==> config.mk <==
export PLATFORM = sky130hd
export DESIGN_NAME = edge_slope_classifier
export DESIGN_NICKNAME = d
export VERILOG_FILES = /design/src/rtl/edge_pkg.sv /design/src/rtl/boxcar_average.sv /design/src/rtl/edge_slope_classifier.sv
export SDC_FILE = /design/constraint.sdc
export NUM_CORES = 1
export LEC_CHECK = 0
export ABC_AREA = 1
export CAP_MARGIN = 20
export CELL_PAD_IN_SITES_DETAIL_PLACEMENT = 0
export CELL_PAD_IN_SITES_GLOBAL_PLACEMENT = 1
export CORE_MARGIN = 2
export CORE_UTILIZATION = 27
export CTS_BUF_LIST = sky130_fd_sc_hd__clkbuf_16
export CTS_CLUSTER_DIAMETER = 30
export CTS_CLUSTER_SIZE = 24
export DETAILED_ROUTE_END_ITERATION = 7
export PLACE_DENSITY = 0.59
export SYNTH_ARGS = -nofsm -noshare
export SYNTH_HDL_FRONTEND = slang
export SYNTH_SLANG_ARGS = --single-unit
==> constraint.sdc <==
create_clock -name clock -period 4.6 [get_ports clock]
set_clock_uncertainty 0.1 [all_clocks]
set_input_delay 0.92 -clock clock [delete_from_list [all_inputs] [get_ports clock]]
set_output_delay 0.92 -clock clock [all_outputs]
set_load 0.005 [all_outputs]
==> src/rtl/edge_pkg.sv <==
// rtl/edge_pkg.sv - trend encodings and signed saturation helper for the slope classifier
package edge_pkg;

  typedef enum logic [1:0] {
    TREND_FLAT    = 2'b00,
    TREND_RISING  = 2'b01,
    TREND_FALLING = 2'b10
  } trend_e;

  // Clamp a wide signed value into the range of a 'bits'-wide two's complement number.
  function automatic logic signed [63:0] sat_signed(input logic signed [63:0] value,
                                                    input int unsigned bits);
    logic signed [63:0] max_v;
    logic signed [63:0] min_v;
    max_v = (64'sd1 <<< (bits - 1)) - 64'sd1;
    min_v = -(64'sd1 <<< (bits - 1));
    if (value > max_v) return max_v;
    if (value < min_v) return min_v;
    return value;
  endfunction

endpackage

==> src/rtl/boxcar_average.sv <==
// rtl/boxcar_average.sv - power-of-two boxcar smoother: sample history plus running sum
module boxcar_average
  import edge_pkg::*;
#(
  parameter int DATA_BITS = 12,
  parameter int LOG2_AVG  = 2
) (
  input  logic                        clock,
  input  logic                        reset,
  input  logic                        in_valid,
  input  logic signed [DATA_BITS-1:0] in_data,
  output logic                        out_valid,
  output logic signed [DATA_BITS-1:0] out_data
);

  localparam int DEPTH    = 1 << LOG2_AVG;
  localparam int SUM_BITS = DATA_BITS + LOG2_AVG;

  logic signed [DATA_BITS-1:0] hist_q [DEPTH];
  logic signed [DATA_BITS-1:0] hist_d [DEPTH];
  logic signed [SUM_BITS-1:0]  sum_q, sum_d;
  logic                        valid_q, valid_d;

  always_comb begin
    hist_d  = hist_q;
    sum_d   = sum_q;
    valid_d = in_valid;
    if (in_valid) begin
      hist_d[0] = in_data;
      for (int i = 1; i < DEPTH; i++) hist_d[i] = hist_q[i-1];
      // The sample leaving the window is subtracted, so the sum stays bounded by DEPTH samples.
      sum_d = sum_q + SUM_BITS'(in_data) - SUM_BITS'(hist_q[DEPTH-1]);
    end
  end

  always_ff @(posedge clock) begin
    if (reset) begin
      sum_q   <= '0;
      valid_q <= 1'b0;
      for (int i = 0; i < DEPTH; i++) hist_q[i] <= '0;
    end else begin
      sum_q   <= sum_d;
      valid_q <= valid_d;
      hist_q  <= hist_d;
    end
  end

  assign out_valid = valid_q;
  assign out_data  = DATA_BITS'(sum_q >>> LOG2_AVG);

endmodule

==> src/rtl/edge_slope_classifier.sv <==
// rtl/edge_slope_classifier.sv - lagged-difference slope estimator with hysteresis trend FSM and edge events
module edge_slope_classifier
  import edge_pkg::*;
#(
  parameter int DATA_BITS   = 12,
  parameter int LOG2_AVG    = 2,
  parameter int SLOPE_LAG   = 4,
  parameter int SLOPE_SHIFT = 3
) (
  input  logic                        clock,
  input  logic                        reset,
  input  logic                        data_ready,
  input  logic signed [DATA_BITS-1:0] data_in,
  input  logic        [DATA_BITS-2:0] threshold,
  output logic                        slope_valid,
  output logic signed [DATA_BITS-1:0] estimated_slope,
  output logic                        slope_is_positive,
  output logic        [1:0]           trend,
  output logic                        rising_edge,
  output logic                        falling_edge,
  output logic                        primed
);

  localparam int PRIME_COUNT = (1 << LOG2_AVG) + SLOPE_LAG;
  localparam int CNT_BITS    = $clog2(PRIME_COUNT + 1);
  localparam int DIFF_BITS   = DATA_BITS + 1;
  localparam int SCALED_BITS = DIFF_BITS + SLOPE_SHIFT;

  logic                        avg_valid;
  logic signed [DATA_BITS-1:0] smoothed;

  boxcar_average #(
    .DATA_BITS (DATA_BITS),
    .LOG2_AVG  (LOG2_AVG)
  ) u_boxcar (
    .clock     (clock),
    .reset     (reset),
    .in_valid  (data_ready),
    .in_data   (data_in),
    .out_valid (avg_valid),
    .out_data  (smoothed)
  );

  logic signed [DATA_BITS-1:0] sm_hist_q [SLOPE_LAG];
  logic signed [DATA_BITS-1:0] sm_hist_d [SLOPE_LAG];
  logic        [DATA_BITS-2:0] thr_q, thr_d;
  logic        [CNT_BITS-1:0]  cnt_q, cnt_d;
  logic                        slope_valid_q, slope_valid_d;
  logic signed [DATA_BITS-1:0] estimated_slope_q, estimated_slope_d;
  logic                        slope_is_positive_q, slope_is_positive_d;
  logic                        rising_edge_q, rising_edge_d;
  logic                        falling_edge_q, falling_edge_d;
  logic                        primed_q, primed_d;
  trend_e                      trend_q, trend_d;

  logic signed [DIFF_BITS-1:0]   diff;
  logic signed [SCALED_BITS-1:0] scaled;
  logic signed [DATA_BITS-1:0]   slope_sat;
  logic signed [DIFF_BITS-1:0]   slope_ext;
  logic signed [DIFF_BITS-1:0]   th_ext;

  assign diff      = DIFF_BITS'(smoothed) - DIFF_BITS'(sm_hist_q[SLOPE_LAG-1]);
  assign scaled    = SCALED_BITS'(diff) <<< SLOPE_SHIFT;
  assign slope_sat = DATA_BITS'(sat_signed(64'(scaled), DATA_BITS));
  assign slope_ext = DIFF_BITS'(slope_sat);
  // Threshold is unsigned; one extra bit keeps -th representable when th is at its maximum.
  assign th_ext    = $signed({2'b00, thr_q});

  // Threshold travels alongside its sample through the boxcar stage.
  always_comb begin
    thr_d = thr_q;
    if (data_ready) thr_d = threshold;
  end

  always_comb begin
    sm_hist_d           = sm_hist_q;
    cnt_d               = cnt_q;
    slope_valid_d       = 1'b0;
    estimated_slope_d   = estimated_slope_q;
    slope_is_positive_d = slope_is_positive_q;
    rising_edge_d       = 1'b0;
    falling_edge_d      = 1'b0;
    primed_d            = primed_q;
    trend_d             = trend_q;
    if (avg_valid) begin
      sm_hist_d[0] = smoothed;
      for (int i = 1; i < SLOPE_LAG; i++) sm_hist_d[i] = sm_hist_q[i-1];
      if (cnt_q != CNT_BITS'(PRIME_COUNT)) cnt_d = cnt_q + CNT_BITS'(1);
      primed_d            = (cnt_d == CNT_BITS'(PRIME_COUNT));
      slope_valid_d       = 1'b1;
      estimated_slope_d   = slope_sat;
      slope_is_positive_d = (slope_sat > 0);
      if (primed_d) begin
        case (trend_q)
          TREND_FLAT: begin
            if (slope_ext > th_ext)       trend_d = TREND_RISING;
            else if (slope_ext < -th_ext) trend_d = TREND_FALLING;
          end
          TREND_RISING:  if (slope_ext < -th_ext) trend_d = TREND_FALLING;
          TREND_FALLING: if (slope_ext > th_ext)  trend_d = TREND_RISING;
          default:       trend_d = TREND_FLAT;
        endcase
        rising_edge_d  = (trend_d == TREND_RISING)  && (trend_q != TREND_RISING);
        falling_edge_d = (trend_d == TREND_FALLING) && (trend_q != TREND_FALLING);
      end else begin
        trend_d = TREND_FLAT;
      end
    end
  end

  always_ff @(posedge clock) begin
    if (reset) begin
      thr_q               <= '0;
      cnt_q               <= '0;
      slope_valid_q       <= 1'b0;
      estimated_slope_q   <= '0;
      slope_is_positive_q <= 1'b0;
      rising_edge_q       <= 1'b0;
      falling_edge_q      <= 1'b0;
      primed_q            <= 1'b0;
      for (int i = 0; i < SLOPE_LAG; i++) sm_hist_q[i] <= '0;
    end else begin
      thr_q               <= thr_d;
      cnt_q               <= cnt_d;
      slope_valid_q       <= slope_valid_d;
      estimated_slope_q   <= estimated_slope_d;
      slope_is_positive_q <= slope_is_positive_d;
      rising_edge_q       <= rising_edge_d;
      falling_edge_q      <= falling_edge_d;
      primed_q            <= primed_d;
      sm_hist_q           <= sm_hist_d;
    end
  end

  always_ff @(posedge clock) begin
    if (reset) trend_q <= TREND_FLAT;
    else       trend_q <= trend_d;
  end

  assign slope_valid       = slope_valid_q;
  assign estimated_slope   = estimated_slope_q;
  assign slope_is_positive = slope_is_positive_q;
  assign trend             = trend_q;
  assign rising_edge       = rising_edge_q;
  assign falling_edge      = falling_edge_q;
  assign primed            = primed_q;

endmodule

# Yosys cells after proc, flatten, opt, wreduce, memory -nomap -nowiden
# Cells that the tools add are included.
# Widths: inputs -> output; s select.
# word_totals
wordCells,60
regBits,145
out_inout_bits,19
in_bits,26
# op_classes
order_cmp,5
reduce_logical,4
n_addsub,5
n_mux,17
eq_ne,8
n_bitwise,2
# ops
cell,n
$mux 12,4
$gt 16x12->1 const B,1
$lt 16x12->1 const B,1
$add 14x12->14,1
$sub 14x12->14,1
$lt 12x13->1,1
$neg 11->13,1
$sub 12x12->13,1
$gt 12x1->1 const B,1
$gt 12x12->1,1
$mux 2,6
$mux 4,2
$pmux 2 s3,1
$add 4x1->4 const B,1
$eq 2x1->1 const B,2
$eq 2x2->1 const B,2
$eq 4x4->1 const B,1
$mux 1,4
$ne 4x4->1 const B,1
$reduce_or 3->1,1
$logic_and 1x1->1,2
$logic_not 2->1,1
$ne 2x1->1 const B,1
$ne 2x2->1 const B,1
$not 1->1,2

# Longest topological paths before layout
# Gate-level depths: netlist of run 1.
# logic_depth
word_depth,14
ltp_mapped,31
depth_no_buf,31

# Cells and area by module
# A second synthesis of run 1 with hierarchy kept.
# unflattened
hier_cells,1056
area_unflattened_um2,7694.9
# by_module_without_submodules
mod,n_inst,seq_area_each_um2,cells_per_inst,area_each_um2
edge_slope_classifier,1,1601.5,558,4185.3
boxcar_average,1,1261.2,498,3509.6

# Least setup slack after synthesis of run 1
# No wires, ideal clock.
# synth_timing
path_kind,flip-flop to flip-flop
from,register u_boxcar.sum_q[2]
to,"register trend_q[1], in the netlist trend[1]"
required_ns,4.387
t_arrival_ns,3.207
path_slack_ns,1.180
path_buffers,1
setup_ns,0.113
stages_incl_launch_ff,29
synth_period_minus_slack_ns,3.420
path_cell_list,dfxtp_1 > inv_1 > ha_1 > fa_1 > inv_1 > nand3_1 > nand2_2 > nand2_1 > nand2_1 > nand2_1 > nand2_1 > nand2_1 > nand2_1 > nand3_1 > nand2_2 > buf_2 > nand2_1 > ha_1 > a21oi_1 > nor2_1 > a211oi_1 > o221a_2 > nand2_1 > nand2_1 > nand3_1 > nand2_1 > inv_1 > nand2_2 > nand2_1
# synth_between
elab_chain_len,13
word_cells_on_any_way,18
classes_between,add/sub: 1; order compare: 4; mux: 13
# synth_lines
item,line_no,text
start: declaration,boxcar_average.sv:21,"logic signed [SUM_BITS-1:0] sum_q, sum_d;"
start signal: assignment,boxcar_average.sv:42,sum_q <= sum_d;
$sub 12x12->13 *,edge_slope_classifier.sv:62,assign diff = DIFF_BITS'(smoothed) - DIFF_BITS'(sm_hist_q[SLOPE_LAG-1]);
$lt 16x12->1,edge_pkg.sv:18,if (value < min_v) return min_v;
$mux 1 (2 in series),edge_pkg.sv:18,
$mux 12,edge_pkg.sv:19,return value;
$mux 12 *,edge_pkg.sv:18,
named net slope_ext[6],edge_slope_classifier.sv:59,logic signed [DIFF_BITS-1:0] slope_ext;
$lt 12x13->1,"edge_slope_classifier.sv:97, edge_slope_classifier.sv:99",
$mux 2,"edge_slope_classifier.sv:97, edge_slope_classifier.sv:99",
$mux 2,edge_slope_classifier.sv:96,if (slope_ext > th_ext) trend_d = TREND_RISING;
$pmux 2 s3 *,edge_slope_classifier.sv:94,case (trend_q)
$mux 2 *,edge_slope_classifier.sv:93,if (primed_d) begin
$mux 2 *,edge_slope_classifier.sv:85,if (avg_valid) begin
$mux 2 *,edge_slope_classifier.sv:93,
end signal: assignment,edge_slope_classifier.sv:137,else trend_q <= trend_d;
end: declaration,edge_slope_classifier.sv:54,"trend_e trend_q, trend_d;"
# Mark *: on every way through the listed nets, which the timed path passes. The rest lies on a longest branch. The select of a mux whose other input is x is not followed.
# A chain may end at the register's enable or synchronous reset.

# Worst setup path after layout of run 1
# Same ends and word-level chain as after synthesis.

==> run metrics, run 1 <==
Crit path max-delay family simple AND/OR/NAND/NOR gates; largest net degree at the start of global routing 61; root buffer cell clkbuf_16; Post-Syn Nets 1029; Post-Synthesis Cells 939; initial core utilization 27.6%; min-delay src sm_hist_q[30]$_SDFFE_PP0P_; distinct cell type count after synthesis 39; part of the cycle the worst path needs 83.6%; GR Overflow Total 0; largest area contributor in the netlist dfxtp_1; GRT Total Usage 11.8%; crit path DAT 4.06 ns; Setup crit end kind flip-flop; Yosys reg bits 143; post-synthesis cell area 7210 um2; Yosys warning count 0; Final #Nets 1061; Power, Total 5.42 mW; GPL Wtd Cong 0.747; main area contributors after synthesis dfxtp_1 (40%), inv_1 (9.1%), ha_1 (8.7%); violated checks DRC; Synth top area share 39.7%; cts bufs inserted 17; Worst-Skew Late Latency 0.42 ns; Die Area 28000 um2; Cell Rows 59; number of max-cap violations 0; Synth Area in Simple Gates 14.8%; number of hold violations in the final report 0; VDD IR max 0.242 mV; CP Max Fanout 7; achievable frequency 0.260 GHz; Routed WL per cell 12.1 um; Max transition margin 37.8%; initial antenna violation count 0; hold_buf cts 0; final setup fails 0; RSZ-0062 raised after global routing false; syn avg cell area 7.67 um2; Synth Area in XOR/XNOR 4.03%; Seq/Total Area, Yosys 39.7%; fraction of the mapped netlist area in adder cells 12.6%; # DRC 3; DR vias 5658; HP Class flip-flop to flip-flop; chip height 167 um; Layout Area Growth over Synthesis 18.5%; LEAKAGE 3.76 nW; Startpoint Class flip-flop; Max Root-Sink Buffers 2; Hold Crit Endpoint sm_hist_q[18]$_SDFFE_PP0P_; Post-CTS Resized 0; CP dominant cell by count nand2_1; vias in the first global route 5370; total wire length 15.9 mm; post-CTS setup buffer count 0; diode count 0; H-tree Lvls 4; crit-path max cell delay 0.37 ns; worst r2r path cells 27; Finished Layout Cells 1319; drt first pass iters 6; area of the multi-input gates 3530 um2; largest family of logic cells by synthesized area compound AO/OA/AOI/OAI gates; critical path required time 4.81 ns; # clock sinks 143; placed cell count 1287; fill cell count 2870; half-perimeter wire length after placement 11.7 mm; Hold Crit Depth 2; Core ar. 26100 um2; slowest stage cell, crit path fa_1; Compound-Gate Fraction of Synth Area 17.6%; Setup TNS Final 0 ns; clk slew on worst S/H paths 0.07 ns; reg2reg end trend[1]$_SDFFE_PP0P_; mux contribution to synthesized area 0%; Antenna Violating Nets Remaining 0; CP Class flip-flop to flip-flop; IO Count 45; Worst R2R Setup Slack 0.75 ns; first-pass GRT wire length 26.8 mm; utilization after layout 32.7%; fin. max-slew vios 0; FF+latch area 2860 um2; status finished, violations left; input/output buffers 44; share of post-route cells with drive strength above 1 5.79%; cell area power density 635 nW/um2; via/cell ratio 4.29; worst slew pin tran 0.934 ns; 1st-iter DRT viols 225; Final min period 3.85 ns; R2R Path Start u_boxcar.sum_q[2]$_SDFFE_PP0P_; Buf/Inv on CP 4; CTS tree built; Die Width 167 um
through the flow:
stage	hold slack [ns]	setup slack, ns	area (um2)
2_1_floorplan	0.332	1.18	7210
3_3_place_gp	0.351	0.471	7970
3_5_place_dp	0.355	0.470	7970
4_1_cts	0.356	0.732	8540
5_1_grt	0.387	0.288	8540
6_report	0.360	0.753	8540
worst reg2reg max path, cell delays in order, from the launching register on:
cell	delay (ns)
dfxtp_1	0.30
inv_1	0.10
ha_1	0.26
fa_1	0.37
inv_1	0.09
nand3_1	0.08
nand2_2	0.11
nand3_2	0.07
nand2_1	0.08
nand2_1	0.06
nand2_2	0.10
xor2_4	0.26
inv_2	0.12
nand2_4	0.11
nand2_1	0.10
nand2_1	0.12
ha_1	0.25
a21oi_1	0.14
nor2_1	0.05
a211oi_1	0.20
o221a_2	0.25
nand2_1	0.05
nand2_1	0.05
nand3_1	0.09
nand2_1	0.08
inv_1	0.04
nand2_2	0.07
nand2_1	0.05
synthesized netlist by cell type, drive strengths merged:
| library cell | instances |
|---|---|
| inv | 176 |
| dfxtp | 143 |
| nand2 | 112 |
| nor2 | 102 |
| o21ai | 92 |
| a21oi | 71 |
| ha | 50 |
| o22ai | 47 |
| clkbuf | 33 |
| nand3 | 23 |
| xor2 | 23 |
| fa | 14 |
| nand4 | 9 |
| nor3 | 8 |
| xnor2 | 8 |
| buf | 6 |
| o21bai | 5 |
| a31oi | 3 |
| o211ai | 3 |
| a211oi | 2 |
| a21o | 2 |
| or2 | 2 |
| a2111oi | 1 |
| a22o | 1 |
| o21a | 1 |
| o221a | 1 |
| o31ai | 1 |
report_power, final:
group	internal [mW]	leakage, nW	switching, mW
clock network	0.762	0.273	0.596
logic	1.02	2.31	1.63
registers	1.35	1.17	0.0686
cell type report:
cell class                 count  area share [%]
multi-input combinational    581            41.3
clock inverter                15            1.71
clock buffer                  17            4.98
timing repair buffer          52            5.80
tap                          335            4.91
sequential                   143            33.5
inverter                     176            7.74
flip-flops by register name (all words and copies together) (netlist names), 2 cells and up:
name             flops
u_boxcar.sum_q      14
u_boxcar.hist_q     48
trend                2
thr_q               11
estimated_slope     10
cnt_q                4
sm_hist_q           48
worst max path at each step:
stage	from	to	depth (start not counted)
after floorplan	u_boxcar.sum_q[2]$_SDFFE_PP0P_	trend[1]$_SDFFE_PP0P_	28
after global placement	data_in[3]	u_boxcar.sum_q[12]$_SDFFE_PP0P_	16
after detailed placement	data_in[3]	u_boxcar.sum_q[12]$_SDFFE_PP0P_	16
after CTS	u_boxcar.sum_q[2]$_SDFFE_PP0P_	trend[1]$_SDFFE_PP0P_	27
after global routing	u_boxcar.sum_q[2]$_SDFFE_PP0P_	trend[1]$_SDFFE_PP0P_	27
final	u_boxcar.sum_q[2]$_SDFFE_PP0P_	trend[1]$_SDFFE_PP0P_	27
cells by family after synthesis:
kind of cell             Yosys count
XOR/XNOR                          31
AND/OR/NAND/NOR                  256
adder cells (fa/ha/maj)           64
AO/OA/AOI/OAI                    230
buffers and inverters            215
flip-flops                       143
layout by cell type, fill, tap and decap left out, types with 2 or more instances in the layout:
| cell | synthesis | layout |
|---|---|---|
| inv_1 | 174 | 172 |
| dfxtp_1 | 143 | 143 |
| nand2_1 | 105 | 105 |
| nor2_1 | 100 | 100 |
| o21ai_0 | 91 | 91 |
| a21oi_1 | 70 | 70 |
| ha_1 | 50 | 50 |
| o22ai_1 | 47 | 47 |
| clkdlybuf4s50_1 | 0 | 43 |
| nand3_1 | 22 | 22 |
| xor2_1 | 22 | 22 |
| clkbuf_16 | 0 | 17 |
| fa_1 | 14 | 14 |
| nand4_1 | 9 | 9 |
| xnor2_1 | 8 | 8 |
| buf_4 | 2 | 8 |
| nor3_1 | 7 | 7 |
| nand2_2 | 6 | 6 |
| inv_6 | 0 | 6 |
| o21bai_1 | 5 | 5 |
| a31oi_1 | 3 | 3 |
| inv_2 | 2 | 3 |
| clkinv_1 | 0 | 3 |
| o211ai_1 | 3 | 3 |
| clkinvlp_4 | 0 | 3 |
| inv_8 | 0 | 3 |
| a21o_1 | 2 | 2 |
| nor2_2 | 2 | 2 |
| a211oi_1 | 2 | 2 |
per-layer routing:
metal | GRT usage [%] | vias up | wire, um
met3 | 2.46 | 9 | 397
met4 | 3.29 | 0 | 121
met1 | 16.7 | 2502 | 8440
li1 | - | 3098 | -
met5 | 0 | - | 0
met2 | 18.1 | 49 | 6980
(Power assumes the default switching activity.)
==> run 2, diff against run 1 <==
- PLACE_DENSITY: 0.59 -> 0.61
- clock period: 4.6 -> 3.32 ns (I/O delays scaled with it)
==> run metrics, run 2 (same netlist as run 1, synthesis figures left out) <==
status finished, violations left; violated checks DRC, setup timing; IO Count 45 (unchanged); LEAKAGE 4.26 nW (+13%); diode count 0 (unchanged); cts bufs inserted 17 (unchanged); drt first pass iters 6 (unchanged); H-tree Lvls 4 (unchanged); Max transition margin 53.7% (+16 points); hold_buf cts 0 (unchanged); achievable frequency 0.298 GHz (+15%); input/output buffers 44 (unchanged); cell area power density 1020 nW/um2 (+60%); CP Max Fanout 6 (-1); crit path DAT 3.62 ns (-0.44 ns); GPL Wtd Cong 0.766 (+2.6%); # clock sinks 143 (unchanged); met3 usage 2.25% (-0.21 points); part of the cycle the worst path needs 101% (+18 points); 1st-iter DRT viols 225 (unchanged); Die Width 167 um (unchanged); critical path required time 3.58 ns (-1.23 ns); Layout Area Growth over Synthesis 35.4%; GR Overflow Total 0 (unchanged); largest net degree at the start of global routing 73 (+20%); RSZ-0062 raised after global routing true; DR vias 6063 (+7.2%); total wire length 17.0 mm (+6.8%); initial antenna violation count 0 (unchanged); slowest stage cell, crit path fa_2; number of hold violations in the final report 0 (unchanged); CP dominant cell by count nand2_4; final worst slack -0.0390 ns (-0.792 ns); Worst-Skew Late Latency 0.43 ns (about the same); Final #Nets 1149 (+8.3%); clk slew on worst S/H paths 0.07 ns (about the same); final setup fails 2 (+2); first-pass GRT wire length 28.4 mm (+6.0%); crit-path max cell delay 0.33 ns (-0.04 ns); Largest regs sm_hist_q: 48 flops, u_boxcar.hist_q: 48 flops, u_boxcar.sum_q: 14 flops; met1 Resource Use GR 17.1% (+0.46 points); half-perimeter wire length after placement 11.7 mm (+0.47%); CP Class flip-flop to flip-flop; CTS tree built; Setup crit end kind flip-flop; commonest non-fill, non-tap cell in the layout inv_1; fin area 9750 um2 (+14%); Switching Fraction 41.5% (-0.87 points); Final min period 3.36 ns (-0.488 ns); Cell Rows 59 (unchanged); Antenna Violating Nets Remaining 0 (unchanged); placed cell area 8540 um2 (+7.2%); Comb pwr share 60.7% (+12 points); initial core utilization 27.6% (unchanged); # DRC 1 (-2); VDD IR max 0.529 mV (+120%); vias in the first global route 5818 (+8.3%); Startpoint Class flip-flop; Routed WL per cell 12.1 um (+0.21%); hold_ws 0.363 ns (+0.00306 ns); via/cell ratio 4.31 (+0.53%); NetSw 4.12 mW (+79%); fin. max-slew vios 0 (unchanged); chip height 167 um (unchanged); register share of total power 19.9% (-6.2 points); number of max-cap violations 0 (unchanged); Max Root-Sink Buffers 2 (unchanged); worst slew pin tran 0.693 ns (-0.241 ns); commonest non-fill, non-tap cells in the layout inv_1 (167), dfxtp_1 (137), nor2_1 (96); internal power 5.81 mW (+86%); GRT busiest layer met2; share of post-route cells with drive strength above 1 21.8% (+16 points); HP Class flip-flop to flip-flop; Clock power frac 19.4% (-5.6 points); root buffer cell clkbuf_16; met2 usage 19.5% (+1.4 points); GRT Total Usage 12.3% (+0.57 points); Die Area 28000 um2 (unchanged); Core ar. 26100 um2 (unchanged)
[run 2: changes by cell type in the layout (fill, tap and decap cells not counted), moves of 5 or more]
cell     change
buf_4       +85
nand2_1     -28
ha_1        -20
nand2_2     +17
ha_4        +16
nand2_4     +10
nand3_1      -9
a21oi_1      -8
nand3_2      +7
dfxtp_1      -6
dfxtp_2      +6
a21oi_2      +5
inv_1        -5
inv_2        +5
[run 2: timing repair]
action | in CTS | in global routing
gates resized for setup | 32 | 76
setup buffers | 8 | 6
pin swaps | 14 | 29
gates cloned | 0 | 0
setup endpoints to repair | 4 | 7
[run 2: area by class of cell]
cell class	count	area [um2]
clock buffer	17	425
timing repair buffer	140	1180
inverter	176	661
multi-input combinational	581	4040
tap	335	419
clock inverter	14	153
sequential	143	2870
fill	2787	16400
[run 2: worst paths after layout]
path                                    end  cells past startpoint                      startpoint  slack [ns]
max                 falling_edge$_SDFF_PP0_                     31  u_boxcar.sum_q[2]$_SDFFE_PP0P_       -0.04
min          slope_is_positive$_SDFFE_PP0P_                      2  slope_is_positive$_SDFFE_PP0P_        0.36
max reg2reg         falling_edge$_SDFF_PP0_                     31  u_boxcar.sum_q[2]$_SDFFE_PP0P_       -0.04
min reg2reg  slope_is_positive$_SDFFE_PP0P_                      2  slope_is_positive$_SDFFE_PP0P_        0.36
[run 2: worst max-delay path, delay by kind of cell (launching register included)]
family | cells | cell delay (ns)
buffers and inverters | 5 | 0.35
and+or+nand+nor | 23 | 1.79
adders and majority gates | 3 | 0.73
DFF | 1 | 0.32
[run 2: power groups by stage]
stage                     logic [mW]  clock network, mW  registers, mW
final                           6.03               1.93           1.97
after global routing            6.73               2.05           1.99
after CTS                       4.95               1.98           1.96
after detailed placement        4.47                  0           2.00
after global placement          4.45                  0           2.00
after floorplan                 2.81                  0           1.97
[run 2: metrics by stage]
step	power, mW	instances	TNS, ns	utilization (%)	setup slack [ns]
floorplan	4.78	939	0	-	0.0107
global placement	6.44	1361	-1.90	32.7	-0.381
detailed placement	6.47	1361	-2.19	32.7	-0.362
CTS	8.89	1400	-0.0485	35.7	-0.0242
global route	10.8	1406	-0.927	37.3	-0.243
finish	9.93	1406	-0.0725	37.3	-0.0390
[run 2: metal layers]
metal  up-vias  wire length [um]
met5         -                 0
met4         0               194
met3        13               395
met2        52              7570
met1      2730              8870
li1       3268                 -
==> run 3, diff against run 2 <==
- ABC_AREA: 1 -> default
- CTS_CLUSTER_DIAMETER: 30 -> 80
- PLACE_DENSITY: 0.61 -> 0.59
==> run metrics, run 3 <==
status finished, violations left; violated checks setup timing; final setup fails 4 (+2); cell with the most instances after synthesis nor2_1; Yosys warning count 0 (unchanged); initial core utilization 27.4% (-0.21 points); diode count 0 (unchanged); Async S/R FF share, synth 0% (unchanged); vias in the first global route 6158 (+5.8%); Largest regs sm_hist_q: 48 flops, u_boxcar.hist_q: 48 flops, u_boxcar.sum_q: 14 flops; share of post-route cells with drive strength above 1 23.0% (+1.1 points); VDD IR max 0.409 mV (-23%); fin. max-slew vios 0 (unchanged); total wire length 17.6 mm (+3.4%); Die Area 29400 um2 (+5.1%); via/cell ratio 4.38 (+1.7%); RSZ-0062 raised after global routing true; Layout Area Growth over Synthesis 35.8%; commonest non-fill, non-tap cells in the layout nor2_1 (154), dfxtp_1 (133), buf_4 (116); H-tree Lvls 4 (unchanged); Core ar. 27700 um2 (+6.0%); Post-synth EDFFs 0 (unchanged); achievable frequency 0.245 GHz (-18%); root buffer cell clkbuf_16; Max Root-Sink Buffers 2 (unchanged); HP Class flip-flop to flip-flop; Worst-Skew Late Latency 0.43 ns (about the same); Die Width 172 um (+2.5%); Final min period 4.08 ns (+0.725 ns); part of the cycle the worst path needs 123% (+22 points); Yosys reg bits 143 (unchanged); cell area power density 977 nW/um2 (-4.0%); main area contributors after synthesis dfxtp_1 (38%), mux2i_1 (15%), ha_1 (8.3%); Startpoint Class flip-flop; Final #Nets 1078 (-6.2%); placed cell count 1338 (-1.7%); commonest non-fill, non-tap cell in the layout nor2_1; initial antenna violation count 0 (unchanged); Post-Syn Nets 933 (-9.3%); Setup crit end kind flip-flop; DR vias 6046 (-0.28%); 1st-iter DRT viols 175 (-22%); GR Overflow Total 0 (unchanged); drt first pass iters 4 (-2); number of hold violations in the final report 0 (unchanged); GRT Total Usage 12.8% (+0.42 points); GPL Wtd Cong 0.793 (+3.4%); clk slew on worst S/H paths 0.07 ns (about the same); chip height 172 um (+2.5%); half-perimeter wire length after placement 12.8 mm (+8.7%); syn avg cell area 8.99 um2 (+17%); largest area contributor in the netlist dfxtp_1; input/output buffers 44 (unchanged); cts bufs inserted 17 (unchanged); Synth top area share 37.8% (-2.0 points); IO Count 45 (unchanged); crit path DAT 4.31 ns (+0.69 ns); LEAKAGE 4.38 nW (+2.7%); number of max-cap violations 0 (unchanged); Max transition margin 58.7% (+5.0 points); # clock sinks 143 (unchanged); largest net degree at the start of global routing 76 (+4.1%); first-pass GRT wire length 29.9 mm (+5.1%); post-synthesis cell area 7580 um2 (+5.2%); Cell Rows 61 (+3.4%); CP Max Fanout 4 (-2); CTS tree built; critical path required time 3.55 ns (-0.03 ns); # DRC 0 (-1); hold_buf cts 0 (unchanged); Finished Layout Cells 1379 (-1.9%); top cells by count, synth nor2_1 (154), dfxtp_1 (143), mux2i_1 (114); Seq/Total Area, Yosys 37.8% (-2.0 points); final worst slack -0.764 ns (-0.725 ns); Post-Synthesis Cells 843 (-10%); Antenna Violating Nets Remaining 0 (unchanged); CP Class flip-flop to flip-flop; Top FF cell, synth dfxtp_1; worst slew pin tran 0.620 ns (-0.0730 ns); distinct cell type count after synthesis 66 (+69%); utilization after layout 37.2% (-0.16 points); Routed WL per cell 12.8 um (+5.4%)
run 3: cell count changes after synthesis, sizes merged, moves of 12 or more:
cell   previous run  this run
o22ai            47         3
inv             176        87
xor2             23         5
mux2i             0       114
nor2            102       154
nand3            23        11
a21oi            71        23
o21ai            92        17
xnor2             8        20
nand2           112        34
run 3: layout make-up:
class / count / area [um2]
multi-input cells: 576 / 4670
clock buffers: 17 / 425
clock inverters: 15 / 160
inverters: 88 / 335
fillers: 2842 / 17400
well taps: 378 / 473
flip-flops and latches: 143 / 2880
repair buffers: 162 / 1350
run 3: report_power, final:
group / internal [mW] / switching (mW) / total (mW)
logic: 3.23 / 2.94 / 6.17
registers: 1.86 / 0.105 / 1.97
clock network: 1.12 / 0.810 / 1.93
total: 6.21 / 3.85 / 10.1
run 3: through the flow:
| stage | TNS (ns) | hold slack (ns) | total power, mW | setup slack (ns) | area (um2) |
|---|---|---|---|---|---|
| 6_report | -2.86 | 0.377 | 10.1 | -0.764 | 10300 |
| 3_5_place_dp | -6.64 | 0.371 | 7.59 | -0.820 | 9280 |
| 4_1_cts | -2.57 | 0.380 | 9.89 | -0.691 | 10100 |
| 5_1_grt | -3.78 | 0.415 | 10.9 | -0.970 | 10300 |
| 2_1_floorplan | -2.12 | 0.356 | 5.32 | -0.597 | 7670 |
| 3_3_place_gp | -6.35 | 0.364 | 7.57 | -0.748 | 9280 |
run 3: kinds of logic after synthesis:
logic type / count (synthesis) / synth area share, %
and+or+nand+nor: 259 / 15.3
adders and majority gates: 64 / 11.9
DFF: 143 / 37.8
xor gates and xnor gates: 25 / 2.99
AOI/OAI and AO/OA: 113 / 10.5
buffers and inverters: 124 / 6.25
muxes: 115 / 15.2
run 3: what timing repair did:
action / 4_1_cts / 5_1_grt
pin swaps: 8 / 23
setup buffers: 5 / 5
setup endpoints to repair: 7 / 6
resized for setup: 37 / 40
hold endpoints to repair: 0 / 0
run 3: final timing paths:
path,start,to,slack (ns),cells past startpoint
worst min-delay path,u_boxcar.sum_q[1]$_SDFFE_PP0P_,u_boxcar.sum_q[1]$_SDFFE_PP0P_,0.38,2
worst max register to register,sm_hist_q[10]$_SDFFE_PP0P_,trend[1]$_SDFFE_PP0P_,-0.76,19
worst min register to register,u_boxcar.sum_q[1]$_SDFFE_PP0P_,u_boxcar.sum_q[1]$_SDFFE_PP0P_,0.38,2
worst max-delay path,sm_hist_q[10]$_SDFFE_PP0P_,trend[1]$_SDFFE_PP0P_,-0.76,19
run 3: layer usage:
layer / vias to the layer above / track usage (%) / share of wire, %
met1: 2803 / 15.5 / 47
met2: 71 / 22.4 / 49
met4: 0 / 3.87 / 1.2
met5: - / 0 / 0
li1: 3155 / - / -
met3: 17 / 2.81 / 2.8
run 3: worst max-delay path: stages (launching register included):
cell	delay, ns
dfxtp_2	0.33
inv_2	0.05
ha_4	0.28
and3_4	0.19
nand2_2	0.05
a211o_1	0.28
and3_4	0.19
or3_4	0.34
o31ai_4	0.34
nand2b_1	0.16
nand2_2	0.11
ha_4	0.12
a21o_1	0.12
nand3_2	0.08
a32oi_2	0.24
nor3b_2	0.07
o32ai_1	0.27
a21oi_1	0.07
or3_4	0.42
a31o_1	0.18
